===== src/rtl/alu_pkg.sv =====
// Shared types for the multicycle ALU: opcode encoding and FSM state encoding.
// The MUL/DIV states only exist when ALU_MULDIV_EN is defined.
package alu_pkg;

  localparam int unsigned ALU_OP_W = 3;

  typedef enum logic [ALU_OP_W-1:0] {
    ALU_NOP0   = 3'b000,
    ALU_ASSIGN = 3'b001,
    ALU_ADD    = 3'b010,
    ALU_SUB    = 3'b011,
    ALU_MUL    = 3'b100,
    ALU_DIV    = 3'b101,
    ALU_SHL    = 3'b110,
    ALU_NOP7   = 3'b111
  } alu_op_e;

`ifdef ALU_MULDIV_EN
  typedef enum logic [1:0] {
    ST_IDLE,
    ST_MUL,
    ST_DIV,
    ST_DONE
  } alu_state_e;
`else
  typedef enum logic {
    ST_IDLE,
    ST_DONE
  } alu_state_e;
`endif

endpackage


===== src/rtl/alu_muldiv_seq.sv =====
// Iterative datapath: shift-add multiply and restoring divide, one bit per step.
// Exposes the post-step partials combinationally so the final step can be captured directly.
module alu_muldiv_seq
  import alu_pkg::*;
#(
  parameter int WIDTH = 16
) (
  input  logic             clk,
  input  logic             rst_n,
  input  logic             load,
  input  logic             step,
  input  logic             is_div,
  input  logic [WIDTH-1:0] a,
  input  logic [WIDTH-1:0] b,
  output logic             last,
  output logic [WIDTH-1:0] lo_next,
  output logic [WIDTH-1:0] hi_next
);

  localparam int CNT_W = (WIDTH > 1) ? $clog2(WIDTH) : 1;
  localparam logic [CNT_W-1:0] CNT_LAST = CNT_W'(WIDTH - 1);

  logic [WIDTH-1:0] hi_q, hi_d;
  logic [WIDTH-1:0] lo_q, lo_d;
  logic [WIDTH-1:0] b_q, b_d;
  logic [CNT_W-1:0] cnt_q, cnt_d;

  logic [WIDTH:0]   mul_sum;
  logic [WIDTH:0]   div_shift;
  logic [WIDTH-1:0] div_rem;
  logic             div_fit;

  assign last = (cnt_q == CNT_LAST);

  // hi holds the running high product / partial remainder; lo holds the
  // multiplier being shifted out (MUL) or dividend-in/quotient-out (DIV).
  always_comb begin
    mul_sum   = {1'b0, hi_q} + (lo_q[0] ? {1'b0, b_q} : '0);
    div_shift = {hi_q, lo_q[WIDTH-1]};
    div_fit   = (div_shift >= {1'b0, b_q});
    // Remainder is always below the divisor, so WIDTH bits suffice.
    div_rem   = div_shift[WIDTH-1:0] - b_q;
    if (is_div) begin
      hi_next = div_fit ? div_rem : div_shift[WIDTH-1:0];
      lo_next = {lo_q[WIDTH-2:0], div_fit};
    end else begin
      hi_next = mul_sum[WIDTH:1];
      lo_next = {mul_sum[0], lo_q[WIDTH-1:1]};
    end
  end

  always_comb begin
    // NOTE: every variable gets a default first so no path leaves it unassigned (no latch).
    hi_d  = hi_q;
    lo_d  = lo_q;
    b_d   = b_q;
    cnt_d = cnt_q;
    if (load) begin
      hi_d  = '0;
      lo_d  = a;
      b_d   = b;
      cnt_d = '0;
    end else if (step) begin
      hi_d  = hi_next;
      lo_d  = lo_next;
      cnt_d = last ? '0 : cnt_q + 1'b1;
    end
  end

  // NOTE: sequential state uses non-blocking assignments only.
  always_ff @(posedge clk or negedge rst_n) begin
    if (!rst_n) begin
      hi_q  <= '0;
      lo_q  <= '0;
      b_q   <= '0;
      cnt_q <= '0;
    end else begin
      hi_q  <= hi_d;
      lo_q  <= lo_d;
      b_q   <= b_d;
      cnt_q <= cnt_d;
    end
  end

endmodule


===== src/rtl/multicycle_alu.sv =====
// Multicycle ALU top: single-cycle ASSIGN/ADD/SUB/SHL, iterative MUL/DIV.
// Define ALU_MULDIV_EN to build the MUL/DIV datapath; otherwise those opcodes return zeros.
module multicycle_alu
  import alu_pkg::*;
#(
  parameter int WIDTH = 16
) (
  input  logic             Clk,
  input  logic             Reset_n,
  input  logic             Start,
  input  logic [2:0]       OP,
  input  logic [WIDTH-1:0] InputA,
  input  logic [WIDTH-1:0] InputB,
  output logic             Busy,
  output logic             Done,
  output logic [WIDTH-1:0] Out1,
  output logic [WIDTH-1:0] Out2,
  output logic             Zero,
  output logic             DivByZero
);

  localparam logic [WIDTH-1:0] SHL_LIMIT = WIDTH'(WIDTH);

  alu_state_e       state_q, state_d;
  logic             done_q, done_d;
  logic [WIDTH-1:0] out1_q, out1_d;
  logic [WIDTH-1:0] out2_q, out2_d;
  logic             zero_q, zero_d;

  alu_op_e          op;
  logic [WIDTH-1:0] sc_out1;
  logic [WIDTH-1:0] sc_out2;

  assign op = alu_op_e'(OP);

`ifdef ALU_MULDIV_EN
  logic             dbz_q, dbz_d;
  logic             sc_dbz;
  logic             seq_load;
  logic             seq_step;
  logic             seq_last;
  logic [WIDTH-1:0] seq_lo;
  logic [WIDTH-1:0] seq_hi;

  alu_muldiv_seq #(.WIDTH(WIDTH)) u_muldiv (
    .clk     (Clk),
    .rst_n   (Reset_n),
    .load    (seq_load),
    .step    (seq_step),
    .is_div  (state_q == ST_DIV),
    .a       (InputA),
    .b       (InputB),
    .last    (seq_last),
    .lo_next (seq_lo),
    .hi_next (seq_hi)
  );

  assign DivByZero = dbz_q;
`else
  assign DivByZero = 1'b0;
`endif

  // Results for every op that finishes on the Start edge itself.
  always_comb begin
    sc_out1 = '0;
    sc_out2 = '0;
`ifdef ALU_MULDIV_EN
    sc_dbz  = 1'b0;
`endif
    case (op)
      ALU_ASSIGN: sc_out1 = InputB;
      ALU_ADD:    sc_out1 = InputA + InputB;
      ALU_SUB:    sc_out1 = InputA - InputB;
      ALU_SHL:    sc_out1 = (InputB >= SHL_LIMIT) ? '0 : InputA << InputB;
`ifdef ALU_MULDIV_EN
      // Only reached with a zero divisor; nonzero divisors go iterative.
      ALU_DIV: begin
        sc_out1 = '1;
        sc_out2 = InputA;
        sc_dbz  = 1'b1;
      end
`endif
      default: ;
    endcase
  end

  always_comb begin
    state_d = state_q;
    done_d  = 1'b0;
    out1_d  = out1_q;
    out2_d  = out2_q;
    zero_d  = zero_q;
`ifdef ALU_MULDIV_EN
    dbz_d    = dbz_q;
    seq_load = 1'b0;
    seq_step = 1'b0;
`endif
    case (state_q)
      ST_IDLE: begin
        if (Start) begin
`ifdef ALU_MULDIV_EN
          if (op == ALU_MUL) begin
            seq_load = 1'b1;
            state_d  = ST_MUL;
          end else if (op == ALU_DIV && InputB != '0) begin
            seq_load = 1'b1;
            state_d  = ST_DIV;
          end else begin
            state_d = ST_DONE;
            done_d  = 1'b1;
            out1_d  = sc_out1;
            out2_d  = sc_out2;
            zero_d  = (sc_out1 == '0);
            dbz_d   = sc_dbz;
          end
`else
          state_d = ST_DONE;
          done_d  = 1'b1;
          out1_d  = sc_out1;
          out2_d  = sc_out2;
          zero_d  = (sc_out1 == '0);
`endif
        end
      end
`ifdef ALU_MULDIV_EN
      ST_MUL, ST_DIV: begin
        seq_step = 1'b1;
        if (seq_last) begin
          state_d = ST_DONE;
          done_d  = 1'b1;
          out1_d  = seq_lo;
          out2_d  = seq_hi;
          zero_d  = (seq_lo == '0);
          dbz_d   = 1'b0;
        end
      end
`endif
      // Start seen here is dropped: DONE always falls back to IDLE.
      ST_DONE: state_d = ST_IDLE;
      default: state_d = ST_IDLE;
    endcase
  end

  // NOTE: only control/result registers here, no memories; all take the async reset.
  always_ff @(posedge Clk or negedge Reset_n) begin
    if (!Reset_n) begin
      state_q <= ST_IDLE;
      done_q  <= 1'b0;
      out1_q  <= '0;
      out2_q  <= '0;
      zero_q  <= 1'b1;
`ifdef ALU_MULDIV_EN
      dbz_q   <= 1'b0;
`endif
    end else begin
      state_q <= state_d;
      done_q  <= done_d;
      out1_q  <= out1_d;
      out2_q  <= out2_d;
      zero_q  <= zero_d;
`ifdef ALU_MULDIV_EN
      dbz_q   <= dbz_d;
`endif
    end
  end

  assign Busy = (state_q != ST_IDLE);
  assign Done = done_q;
  assign Out1 = out1_q;
  assign Out2 = out2_q;
  assign Zero = zero_q;

endmodule


===== config.mk =====
export PLATFORM = sky130hd
export DESIGN_NAME = multicycle_alu
export DESIGN_NICKNAME = d
export VERILOG_FILES = /design/src/rtl/alu_pkg.sv /design/src/rtl/alu_muldiv_seq.sv /design/src/rtl/multicycle_alu.sv
export SDC_FILE = /design/constraint.sdc
export NUM_CORES = 1
export LEC_CHECK = 0
export ABC_AREA = 1
export BUFFER_PORTS_ARGS = -buffer_cell sky130_fd_sc_hd__buf_4
export CAP_MARGIN = 20
export CORE_ASPECT_RATIO = 0.7
export CORE_UTILIZATION = 58
export DETAILED_ROUTE_END_ITERATION = 7
export PLACE_DENSITY = 0.85
export SLEW_MARGIN = 30
export SYNTH_ARGS = -nofsm -noshare
export SYNTH_HDL_FRONTEND = slang
export SYNTH_SLANG_ARGS = --single-unit

===== constraint.sdc =====
create_clock -name Clk -period 3.7 [get_ports Clk]
set_input_delay 0.185 -clock Clk [delete_from_list [all_inputs] [get_ports Clk]]
set_output_delay 0.185 -clock Clk [all_outputs]
set_load 0.03 [all_outputs]

==> run metrics, run 1 <==
drt total wl 10.5 mm; met1 wire length about 4.7 mm; Startpoint Class input pin; pre-CTS setup slack ~0.43 ns; Lkg Pwr a little under 2 nW; Net Sw Power 0.000458 W; Initial Utilization 60.6%; die width 90.8 um; n_diodes 0; Layout area overhead 12.5%; Via density 5.86; root buf cell clkbuf_8; vias between 3000 and 4000; status complete, no violations; internal power between 0.0004 and 0.0005 W; synthesized flop and latch total 18; Critical Path Fanout Max 21; fin worst setup slack around 0.55 ns; Die ar. between 5000 and 6000 um^2; Crit path max-delay family simple AND/OR/NAND/NOR gates; GRT Util Overall 36.8%; IO Port Bufs between 50 and 60; critical path depth 24; Setup Viol. Count Final 0; CTS Buf Count 3; Slew @ Worst Pin between 0.9 and 1 ns; Worst EP arrival between 3 and 4 ns; sequential share of the synthesized area 14.1%; Crit path largest cell delay between 0.3 and 0.4 ns; Clock transition at path regs 0.07 ns; maximum vdd drop 0.000200 V; critical-path cell list buf_4, inv_2, ha_1, inv_1, nor3_2, inv_1, o31ai_1, xor2_1, inv_1, ha_1, nand2_1, nor2_1, nand2_1, nand3_1, nand2_1, nand2_1, nand2_1, nand3_1, nand2_1, a21oi_1, nand3_1, nor3_1, nand2_1, nand2_1; pwr dens 263 nW/um^2; CP Capture Type register; Hold Path Class in2reg; post-synth cell types between 40 and 50; Final Hold Viols 0; final setup TNS 0 ns; vias in the first global route roughly 3400; Slew Limit Headroom slightly below 40%; mapped cell area around 3200 um^2; yosys warns 0; CP max stage cell ha_1; fin crit period between 3 and 4 ns; path depth of the worst reg2reg path 12; cell row count 22; DR iter-0 viols about 400; CTS tree done; Clock Power Share between 10% and 20%; worst skew pair latency roughly 0.26 ns; first-pass GRT wire length between 15 and 20 mm; clk_skew about 0.0057 ns; number of setup buffers added after CTS 0; die height 64.2 um; core region area ~5300 um^2; total global routing overflow 0; nets@finish approximately 640; Slew Viols, Final 0; fmax between 300 and 400 MHz; combinational cell fraction of total power between 50 and 60%; post-route ant nets 0; Final GP Congestion between 1 and 1.5; top routing layer in use met4; CTS max path bufs 2; WL met3 about 1.5 mm; wire per inst 16.0 um; Remaining DRCs 0; hold path depth 5; post-DP HPWL between 8 and 9 mm; mean post-synth cell area just under 6 um^2; TritonRoute pass-1 iters 6; initial antenna violation count 0; Final period util between 80% and 90%; Crit Path Class in2reg; # hold bufs at CTS 1; met2 wire length 4.17 mm; worst path bufs/invs 5; Syn Inst Count 540; layout cells sized above 1 between 15 and 20%; Sink Count 18; post-CTS sizing 0; largest net degree at the start of global routing 25; switch share between 40% and 50%; H-tree levels 1; maxcap violations 0; unrepaired setup endpoints after global routing no; Critical Path Most Common Cell nand2_1; Top Ports 74; fillers ~530; Worst EP required ~3.9 ns; Reg power frac between 20% and 30%
==> path summary, 6_finish.rpt <==
path / from / to / slack [ns]
min in group asynchronous: Reset_n / Out1[3]$_DFFE_PN0P_ / 0.33
setup / recovery: InputB[0] / Zero$_DFFE_PN1P_ / 0.55
hold / removal: InputB[13] / Out1[13]$_DFFE_PN0P_ / 0.32
setup reg to reg: Done$_DFF_PN0_ / Zero$_DFFE_PN1P_ / 1.57
max in group asynchronous: Reset_n / Zero$_DFFE_PN1P_ / 3.11
hold reg to reg: Out1[13]$_DFFE_PN0P_ / Out1[13]$_DFFE_PN0P_ / 0.48
==> cells in the mapped netlist <==
cell type	n	area, um^2
o21ai_2	1	8.76
inv_2	4	15.0
inv_1	52	195
nand3_2	8	80.1
nand2_4	1	11.3
nand2_1	160	601
a21oi_2	2	17.5
fa_1	1	20.0
buf_6	8	90.1
xor2_1	15	131
a21oi_1	28	140
o21ai_1	2	10.0
a21boi_0	1	7.51
conb_1	1	3.75
ha_1	16	200
or2_2	2	12.5
nor3_4	1	16.3
nor2_4	1	11.3
nand2_2	3	18.8
mux2i_1	3	30.0
o22ai_1	2	12.5
dfrtp_1	17	425
nand4_2	2	25.0
a21o_1	1	7.51
buf_2	4	20.0
nor3_2	2	20.0
nor2_2	5	31.3
nand4_1	17	106
buf_4	19	143
o21bai_2	1	11.3
and2_1	1	6.26
a22oi_1	2	15.0
nor3_1	5	25.0
dfstp_2	1	26.3
nor2_1	45	169
o21bai_1	2	15.0
clkbuf_1	7	26.3
nand3b_1	1	7.51
a31oi_1	5	31.3
o21ai_0	26	130
nand3_1	63	315
o31ai_1	2	15.0
==> flip-flops by register name (all words and copies together), names as in the netlist <==
register,count
Done,1
Zero,1
Out1,16
==> cell families (layout without fill, tap and decap cells) <==
family / after synthesis / count (layout) / share of synthesized area (%)
simple gates: 317 / 317 / 45.5
buf+inv: 94 / 124 / 15.3
compound gates: 75 / 75 / 13.2
flops: 18 / 18 / 14.1
fa+ha+maj: 17 / 17 / 6.87
xor+xnor: 15 / 15 / 4.10
mux: 3 / 3 / 0.937
other cells: 1 / 17 / 0.117
==> per-stage QoR <==
stage,hold slack (ns),util (%),cells,cell area (um^2),total power [W]
floorplan,-0.111,-,556,3260,0.000624
global placement,0.0615,67.1,653,3550,0.000781
detailed placement,0.0656,67.1,653,3550,0.000788
CTS,0.320,68.2,658,3600,0.000934
global route,0.359,68.2,658,3600,0.00101
finish,0.318,68.2,658,3600,0.000948
==> routing by layer <==
| layer | global-route usage (%) | up-vias |
|---|---|---|
| li1 | - | 1835 |
| met1 | 53.7 | 1750 |
| met2 | 52.6 | 251 |
| met3 | 12.9 | 21 |
| met4 | 5.16 | 0 |
| met5 | 0 | - |
==> worst register-to-register path, cell delays in order (launching register included) <==
cell     delay (ns)
dfrtp_1        0.40
nor2_1         0.11
buf_4          0.22
inv_1          0.29
nor2_2         0.26
nand3_1        0.09
nor2_1         0.13
nand2_1        0.06
nor2_1         0.18
nand3_1        0.09
nor2_1         0.11
nand2_1        0.06
nand2_1        0.07
==> layout by cell type, fill, tap and decap left out, types with 2 or more instances in the layout <==
cell type	instances
nand2_1	160
nand3_1	63
buf_4	63
inv_1	52
nor2_1	45
a21oi_1	28
o21ai_0	26
dfrtp_1	17
nand4_1	17
conb_1	17
ha_1	16
xor2_1	15
nand3_2	8
nor2_2	5
nor3_1	5
a31oi_1	5
inv_2	4
nand2_2	3
mux2i_1	3
clkbuf_8	3
nor3_2	2
o31ai_1	2
nand4_2	2
o21ai_1	2
o22ai_1	2
o21bai_1	2
a21oi_2	2
a22oi_1	2
or2_2	2
==> layout make-up <==
type / instances / area (um^2) / share of cell area [%]
clock buffers: 4 / 45.0 / 1.25
well taps: 72 / 90.1 / 2.50
flip-flops and latches: 18 / 452 / 12.5
inverters: 56 / 210 / 5.83
repair buffers: 64 / 483 / 13.4
multi-input cells: 444 / 2320 / 64.5
==> power groups by stage <==
stage                     Combinational (W)  Clock, W  Sequential, W
after floorplan                    0.000324         0       0.000300
after global placement             0.000537         0       0.000244
after detailed placement           0.000544         0       0.000244
after CTS                          0.000547  0.000146       0.000241
after global routing               0.000611  0.000152       0.000244
final                              0.000561  0.000146       0.000241
Power figures use the tool's default switching activity.
==> run 2: changes to the inputs <==
--- a/config.mk
+++ b/config.mk
@@ -5,13 +5,12 @@
 export SDC_FILE = /design/constraint.sdc
 export NUM_CORES = 1
 export LEC_CHECK = 0
-export ABC_AREA = 1
 export BUFFER_PORTS_ARGS = -buffer_cell sky130_fd_sc_hd__buf_4
 export CAP_MARGIN = 20
 export CORE_ASPECT_RATIO = 0.7
 export CORE_UTILIZATION = 58
 export DETAILED_ROUTE_END_ITERATION = 7
-export PLACE_DENSITY = 0.85
+export PLACE_DENSITY = 0.86
 export SLEW_MARGIN = 30
 export SYNTH_ARGS = -nofsm -noshare
 export SYNTH_HDL_FRONTEND = slang
==> run metrics, run 2 <==
terminus of the critical flop-to-flop path Zero$_DFFE_PN1P_; Setup Viol. Count Final 0 (unchanged); CP max stage cell and2_1; post-synthesis async set-or-reset flop share 100% (unchanged); Initial Utilization 61.4% (+0.79 points); Design Power 0.000999 W (+5.4%); post-synthesis mux area share 14.6% (+14 points); Clock Power Share 15.4% (about the same); path depth of the worst reg2reg path 9 (-3); core region area 4890 um^2 (-7.5%); mapped cell area 3000 um^2 (-6.3%); most frequent cells in the layout buf_4 (61), nand2_1 (37), nor2_1 (35); FF-to-FF setup slack 1.05 ns (-0.52 ns); Final period util 91.3% (+6.2 points); top post-synthesis cells by area dfrtp_1 (14%), mux4_2 (6.8%), ha_1 (6.7%); CTS max path bufs 2 (unchanged); Reg power frac 24.4% (-1.0 points); switch share 44.1% (-4.1 points); final setup TNS 0 ns (unchanged); Sink Count 18 (unchanged); top cell type's share of synthesized area 14.2% (-4.6 points); largest area contributor in the netlist dfrtp_1; post-synth cell types 65 (+55%); adder-cell share of the synthesized area 7.34% (+0.46 points); max FFs per register 16 (unchanged); largest net degree at the start of global routing 28 (+12%); post-DP HPWL 7.76 mm (-9.5%); CP Capture Type register; drt total wl 9.52 mm (-9.3%); commonest non-fill, non-tap cell in the layout buf_4; combinational cell fraction of total power 60.2% (+1.1 points); nets@finish 487 (-24%); DR iter-0 viols 326 (-21%); layout cells sized above 1 20.9% (+3.8 points); number of setup buffers added after CTS 0 (unchanged); Synth Area in XOR/XNOR 6.71% (+2.6 points); n_diodes 0 (unchanged); Synth Area in Simple Gates 22.1% (-23 points); mean post-synth cell area 7.72 um^2 (+30%); Final Cell Area 3450 um^2 (-4.2%); fin crit period 3.38 ns (+0.228 ns); Slew Viols, Final 0 (unchanged); yosys warns 0 (unchanged); complex-gate fraction of the synthesized area 25.1% (+12 points); wire per inst 19.0 um (+19%); Layout area overhead 15.0%; Synth Flop Type dfrtp_1; TritonRoute pass-1 iters 5 (-1); unrepaired setup endpoints after global routing no; maxcap violations 0 (unchanged); CTS Buf Count 3 (unchanged); Top Ports 74 (unchanged); top-count cell post-synth nand2_1; Hold Path Class in2async; root buf cell clkbuf_8; worst skew pair latency 0.25 ns (about the same); Critical Path Fanout Max 8 (-62%); combinational family with the most area after synthesis compound AO/OA/AOI/OAI gates; Worst EP arrival 3.54 ns (+0.19 ns); Final GP Congestion 1.05 (+1.0%); Remaining DRCs 0 (unchanged); Lkg Pwr 1.49 nW (-23%); vias in the first global route 2855 (-15%); Util after Layout 70.6% (+2.4 points); Final Hold Viols 0 (unchanged); Crit. Startpoint OP[1]; GRT Util Overall 35.4% (-1.4 points); Placed Area 3370 um^2 (-4.9%); Clock transition at path regs 0.06 ns (about the same); hold slack 0.327 ns (+0.00910 ns); first-pass GRT wire length 15.1 mm (-11%); fmax 296 MHz (-6.8%); Post-synth EDFFs 0 (unchanged); post-route ant nets 0 (unchanged); vias 3265 (-15%); maximum vdd drop 0.000135 V (-32%); Slew @ Worst Pin 0.651 ns (-0.267 ns); Die ar. 5470 um^2 (-6.2%); H-tree levels 1 (unchanged); clk_skew 0.00384 ns (-0.00188 ns); synthesized flop and latch total 18 (unchanged); initial antenna violation count 0 (unchanged); CTS tree done; Syn Inst Count 389 (-28%); Startpoint Class input pin; Net Sw Power 0.000441 W (-3.6%); Crit path largest cell delay 0.36 ns (about the same); total global routing overflow 0 (unchanged); Slew Limit Headroom 56.6% (+18 points); die width 88.0 um (-3.1%); die height 62.2 um (-3.1%); internal power 0.000558 W (+14%); sequential share of the synthesized area 15.0% (+0.95 points); status complete, no violations; top post-synthesis cells by count nand2_1 (37), nor2_1 (35), a21oi_1 (29); critical-path cell list buf_4, nor2b_1, and2_1, nor2_1, xnor2_1, ha_1, and3_1, a221oi_1, xnor2_1, a221oi_2, nand4_1, nor4_1, nand4_1, o31ai_1; Via density 6.53 (+11%); worst r2r src Done$_DFF_PN0_; IO Port Bufs 56 (unchanged); cell row count 21 (-4.5%); Crit Path Class in2reg; Worst EP required 3.87 ns (-0.03 ns); pwr dens 289 nW/um^2 (+10%)
-- run 2: layout make-up --
class	instances	area, um^2
multi-input cells	338	2360
fillers	416	1440
repair buffers	62	468
flip-flops and latches	18	452
well taps	69	86.3
clock buffers	4	55.1
inverters	9	33.8
-- run 2: cell families after synthesis --
group           after synthesis
compound gates              115
buf+inv                      49
xor+xnor                     23
fa+ha+maj                    17
mux                          32
other cells                   1
flops                        18
simple gates                134
-- run 2: power groups by stage --
stage                     clock network [W]  logic (W)  registers, W
after CTS                          0.000155   0.000587      0.000243
final                              0.000154   0.000601      0.000243
after floorplan                           0   0.000357      0.000304
after global routing               0.000161   0.000647      0.000247
after global placement                    0   0.000576      0.000245
after detailed placement                  0   0.000584      0.000247
-- run 2: through the flow --
| stage | worst slack (ns) | instances |
|---|---|---|
| floorplan | 0.360 | 405 |
| global placement | 0.0953 | 495 |
| detailed placement | 0.0843 | 495 |
| CTS | 0.344 | 500 |
| global route | 0.0543 | 500 |
| finish | 0.322 | 500 |
-- run 2: worst max-delay path: cells and delay by family --
kind	cells	cell delay, ns
and+or+nand+nor	7	1.58
adders and majority gates	1	0.35
AOI/OAI and AO/OA	3	0.90
xor gates and xnor gates	2	0.38
buffers and inverters	1	0.12
-- run 2: worst max-delay path by stage --
stage                            to
6_report           Zero$_DFFE_PN1P_
3_5_place_dp       Zero$_DFFE_PN1P_
2_1_floorplan  Out1[15]$_DFFE_PN0P_
5_1_grt            Zero$_DFFE_PN1P_
4_1_cts            Zero$_DFFE_PN1P_
3_3_place_gp       Zero$_DFFE_PN1P_
-- run 2: metal layers --
layer | wire, um | vias to the layer above | GRT usage [%]
met4 | 121 | 0 | 6.97
met3 | 1270 | 14 | 9.97
met5 | 0 | - | 0
met1 | 4010 | 1534 | 50.7
met2 | 4130 | 219 | 52.8
li1 | - | 1498 | -
-- run 2: repair_timing --
item / 4_1_cts / 5_1_grt
resized for setup: 0 / 2
endpoints found under the hold margin: 17 / 0
hold buffers: 1 / 0
setup endpoints to repair: 0 / 1
